[config.mk]
export PLATFORM = sky130hd
export DESIGN_NAME = decode_stage
export DESIGN_NICKNAME = d
export VERILOG_FILES = /design/src/rtl/decode_stage.sv
export SDC_FILE = /design/constraint.sdc
export NUM_CORES = 1
export LEC_CHECK = 0
export CAP_MARGIN = 20
export CORE_ASPECT_RATIO = 1.25
export CORE_MARGIN = 4
export CORE_UTILIZATION = 33
export CTS_CLUSTER_DIAMETER = 80
export DETAILED_ROUTE_END_ITERATION = 8
export SLEW_MARGIN = 25
export SYNTH_ARGS = -nofsm -noshare
export SYNTH_HDL_FRONTEND = slang
export SYNTH_SLANG_ARGS = --single-unit
[constraint.sdc]
create_clock -name clk -period 3.56 [get_ports clk]
set_clock_uncertainty 0.05 [all_clocks]
set_input_delay 0.712 -clock clk [delete_from_list [all_inputs] [get_ports clk]]
set_output_delay 0.712 -clock clk [all_outputs]
set_load 0.05 [all_outputs]
[src/rtl/decode_stage.sv]
// decode_stage: instruction decode stage feeding alu_stage.
//
// Holds the fetched instruction in an instruction register (IR), splits it into
// the fields alu_stage latches, reads the 8x16 register file owned by this stage,
// and resolves RAW hazards. Two sources are checked before the register file:
// the forward from the ALU stage output, then the same-cycle writeback.
// All outputs are combinational from the IR, the register file and the forward
// inputs, so alu_stage captures them on its next clock edge.
//
// Ports:
//   clk           in   single clock, rising edge
//   reset         in   asynchronous, active-low
//   enable        in   stage advance (shared with alu_stage)
//   inst_in       in   [15:0] instruction from fetch
//   inst_valid_in in   inst_in holds a real instruction
//   wb_data       in   [15:0] writeback data
//   wb_adr        in   [2:0]  writeback register address
//   wb_we         in   writeback write enable
//   ex_result     in   [15:0] alu_stage result (forward source)
//   ex_dest       in   [2:0]  alu_stage destination register
//   ex_we         in   alu_stage write enable
//   regA, regB    out  [15:0] operands
//   cop           out  [3:0]  opcode
//   destReg_adr   out  [2:0]  destination register
//   we            out  destination write enable (valid and not NOP)
//   regA_adr      out  [2:0]  source A field
//   regB_adr      out  [2:0]  source B field
//   inst_freeBits out  [2:0]  low instruction bits
module decode_stage (
  input  logic        clk,
  input  logic        reset,
  input  logic        enable,
  input  logic [15:0] inst_in,
  input  logic        inst_valid_in,
  input  logic [15:0] wb_data,
  input  logic [2:0]  wb_adr,
  input  logic        wb_we,
  input  logic [15:0] ex_result,
  input  logic [2:0]  ex_dest,
  input  logic        ex_we,
  output logic [15:0] regA,
  output logic [15:0] regB,
  output logic [3:0]  cop,
  output logic [2:0]  destReg_adr,
  output logic        we,
  output logic [2:0]  regA_adr,
  output logic [2:0]  regB_adr,
  output logic [2:0]  inst_freeBits
);

  localparam logic [3:0] CopNop = 4'b1111;

  logic [15:0] instReg;
  logic        instValid;
  logic [15:0] regFile [8];

  // Instruction register: loads on enable, holds during a stall.
  always_ff @(posedge clk or negedge reset) begin
    if (!reset) begin
      instReg   <= 16'h0000;
      instValid <= 1'b0;
    end else if (enable) begin
      instReg   <= inst_in;
      instValid <= inst_valid_in;
    end
  end

  // Register file: writeback is independent of enable so WB keeps draining
  // while this stage is stalled.
  always_ff @(posedge clk or negedge reset) begin
    if (!reset) begin
      for (int i = 0; i < 8; i++) begin
        regFile[i] <= 16'h0000;
      end
    end else if (wb_we) begin
      regFile[wb_adr] <= wb_data;
    end
  end

  // Field split; fields pass through even when the IR is not valid.
  always_comb begin
    cop           = instReg[15:12];
    destReg_adr   = instReg[11:9];
    regA_adr      = instReg[8:6];
    regB_adr      = instReg[5:3];
    inst_freeBits = instReg[2:0];
  end

  // Operand select: the EX forward is the younger value, so it beats the WB
  // bypass; the WB bypass gives write-through on a same-cycle read.
  function automatic logic [15:0] selectOperand(
    input logic [2:0]  src,
    input logic        fwdEx,
    input logic [2:0]  fwdExAdr,
    input logic [15:0] fwdExData,
    input logic        fwdWb,
    input logic [2:0]  fwdWbAdr,
    input logic [15:0] fwdWbData,
    input logic [15:0] fileData
  );
    if (fwdEx && (fwdExAdr == src)) begin
      return fwdExData;
    end else if (fwdWb && (fwdWbAdr == src)) begin
      return fwdWbData;
    end else begin
      return fileData;
    end
  endfunction

  logic [15:0] operandA;
  logic [15:0] operandB;

  always_comb begin
    operandA = selectOperand(instReg[8:6], ex_we, ex_dest, ex_result,
                             wb_we, wb_adr, wb_data, regFile[instReg[8:6]]);
    operandB = selectOperand(instReg[5:3], ex_we, ex_dest, ex_result,
                             wb_we, wb_adr, wb_data, regFile[instReg[5:3]]);
  end

  // An empty IR slot presents zero operands and no write.
  always_comb begin
    regA = instValid ? operandA : 16'h0000;
    regB = instValid ? operandB : 16'h0000;
    we   = instValid && (instReg[15:12] != CopNop);
  end

endmodule

==> flow_summary.yaml <==
worst_setup_path:
  worst-setup-path-type: "flop to primary output"
  rr_worst_depth: 2
  critPathArrivalTime_ps: 2640
  ff2ff_setup_slack_ps: 2180
  r2r-start: "instReg[6]$_DFFE_PN0P_"
  setup.worst_path.end: "regA[1]"
  cp-start-kind: "flop"
  critPathLaunch: "instReg[6]$_DFFE_PN0P_"
  end_kind: "primary output"
  crit_path_max_fanout: 23
  worstReg2RegEnd: "instReg[6]$_DFFE_PN0P_"
  required_ps: 2800
clock_tree:
  cts_setup_buffers: 0
  hold_buffers: 0
  cts_tree: "done"
  clock_latency_ps: 430
  clock_sinks: 145
  cts_buffer_depth: 2
  clk_pin_slew_worst_paths_ps: 60
  cts_buffers: 17
  cts.htree.levels: 4
  root_buffer: "clkbuf_16"
  cts_resized: 0
grt:
  grt_pass1_wl_um: 38400
  track_usage: 0.173
  antenna_found_initial: 0
  grt_max_degree: 71
  grt_pass1_vias: 6397
  grt_overflow_total: 0
routing:
  dr.pass1.iters: 5
  postRouteAntennaNets: 0
  routed_wl_um: 24900
  drc_errors: 0
  drt-initial-drc-count: 415
  avgRoutedWirePerCell_um: 22.1
  detail_route.vias_per_cell: 5.43
  via_count: 6103
yosys:
  syn_area_per_cell_um2: 12.6
  synth_cell_types: 32
  synth_edf_count: 0
  ys_ff_latch: 145
  synth_ff_type: "dfrtp_1"
  synthesis.area_mm2: 0.00861
  ys_warn_count: 0
  syn_nets: 744
  yosysSeqAreaShare: 0.422
  async_flop_share: 1.00
  synth_cells: 684
pwr:
  comb_power_share: 0.319
  p_int_mw: 4.23
  powerDensity_mw_per_mm2: 569
  clockPowerShare: 0.312
  seqPwrFrac: 0.369
  p_leak_nw: 4.44
  switchingPower_mw: 1.90
  ir_drop_v: 0.000416
  switching_share: 0.310
floorplanning:
  ios: 109
  die_w_um: 152
  dieArea_mm2: 0.0288
  rows: 65
  initial_core_util: 0.338
  coreArea_mm2: 0.0255
  die_h_um: 189
timing:
  max_freq_mhz: 294
  rsz0062_at_grt: "no"
  tightest_slew_ps: 1110
  fin_setup_tns_ps: 0
  min_period_over_period: 0.955
  final_max_slew_viol_count: 0
  finalSetupViolCount: 0
  slew_headroom: 0.259
  finalHoldViolCount: 0
  period_needed_ps: 3400
outcome:
  status: "finished clean"
placement:
  gp_congestion: 0.784
  port_buffers: 108
  dp_cells: 1092
  dpl.hpwl_um: 16500
cells_and_area:
  area_growth_pct: 25.1
  antenna_cells: 0
  fill_cells: 2311
  nets: 836
  layout_common_cells: "dfrtp_1, mux2_2, clkdlybuf4s50_1, mux2i_1, buf_4"
  mostFrequentLayoutCell: "dfrtp_1"
  drive_above_1_share: 0.364
  instances_no_fill: 1124
min_path:
  holdCritPathClass: "input pin to async pin"
job:
  maxCapViolCount: 0
[through the flow]
stage	cell area (um2)	hold slack [ps]	setup slack, ps	utilization	power (mW)
after floorplan	8610	366	427	-	3.59
after global placement	10100	440	140	0.398	4.21
after detailed placement	10100	448	90.5	0.398	4.25
after CTS	10800	277	74.4	0.423	6.18
after global routing	10800	305	42.6	0.423	6.42
final	10800	259	162	0.423	6.13
[synthesized netlist by cell type, types with 3 or more instances]
| master | number | area (um2) |
|---|---|---|
| buf_6 | 10 | 113 |
| xnor2_1 | 12 | 105 |
| mux2_4 | 10 | 150 |
| dfrtp_1 | 145 | 3630 |
| nand4_1 | 4 | 25.0 |
| nand3_1 | 32 | 160 |
| nand2_1 | 34 | 128 |
| nand2b_1 | 32 | 200 |
| clkbuf_1 | 10 | 37.5 |
| buf_1 | 9 | 33.8 |
| mux2_2 | 133 | 1500 |
| a22oi_1 | 32 | 240 |
| buf_4 | 21 | 158 |
| o21ai_0 | 33 | 165 |
| nand4b_2 | 3 | 45.0 |
| buf_2 | 14 | 70.1 |
| a31oi_1 | 32 | 200 |
| mux4_2 | 32 | 721 |
| buf_12 | 5 | 100 |
| mux2i_1 | 64 | 641 |
[flip-flops by register name, summed over array words and instances (netlist names)]
register   flops
instValid      1
regFile      128
instReg       16
[cell families (layout without fill, tap and decap cells)]
group / Yosys count / count (layout) / synth area share
AO/OA/AOI/OAI: 98 / 98 / 0.0714
buffers and inverters: 72 / 177 / 0.0634
flip-flops: 145 / 145 / 0.422
XOR/XNOR: 12 / 12 / 0.0122
multiplexers: 240 / 240 / 0.351
AND/OR/NAND/NOR: 117 / 117 / 0.0807
[layer usage]
layer  routed length [um]  vias up  share of wire  global-route usage
li1                     -     2738              -                   -
met1                10300     3132           0.41               0.211
met2                12600      187           0.51               0.296
met3                 1260       46          0.051              0.0379
met4                  755        0          0.030              0.0727
met5                    0        -              0                   0
[worst max-delay path, stage by stage, from the launching register on]
cell and delay (ps):
dfrtp_4 750, buf_4 310, mux4_2 510, nand2b_1 150
nand3_1 140, a31oi_1 150, buf_12 180
[worst min-delay path by stage]
stage,endpoint,start,depth (start not counted),slack [ps]
6_report,regFile[3]$_DFFE_PN0P_,reset,1,260
5_1_grt,regFile[3]$_DFFE_PN0P_,reset,1,300
4_1_cts,regFile[3]$_DFFE_PN0P_,reset,1,280
3_5_place_dp,instReg[9]$_DFFE_PN0P_,instReg[9]$_DFFE_PN0P_,1,450
3_3_place_gp,instReg[2]$_DFFE_PN0P_,instReg[2]$_DFFE_PN0P_,1,440
2_1_floorplan,instReg[0]$_DFFE_PN0P_,reset,0,370
[power groups by stage]
| stage | clock (mW) | sequential (mW) | combinational (mW) |
|---|---|---|---|
| after floorplan | 0 | 2.25 | 1.34 |
| after global placement | 0 | 2.26 | 1.95 |
| after detailed placement | 0 | 2.28 | 1.97 |
| after CTS | 1.95 | 2.26 | 1.97 |
| after global routing | 2.03 | 2.31 | 2.08 |
| final | 1.91 | 2.26 | 1.96 |
[final cells by class]
class,count,area [um2],share of cell area
Clock buffer,22,474,0.0440
Clock inverter,10,156,0.0145
Inverter,1,3.75,0.000348
Multi-Input combinational cell,467,4440,0.412
Sequential cell,145,3640,0.338
Tap cell,335,419,0.0389
Timing Repair Buffer,144,1650,0.153
Note: power is estimated with default switching activity, not from simulation.
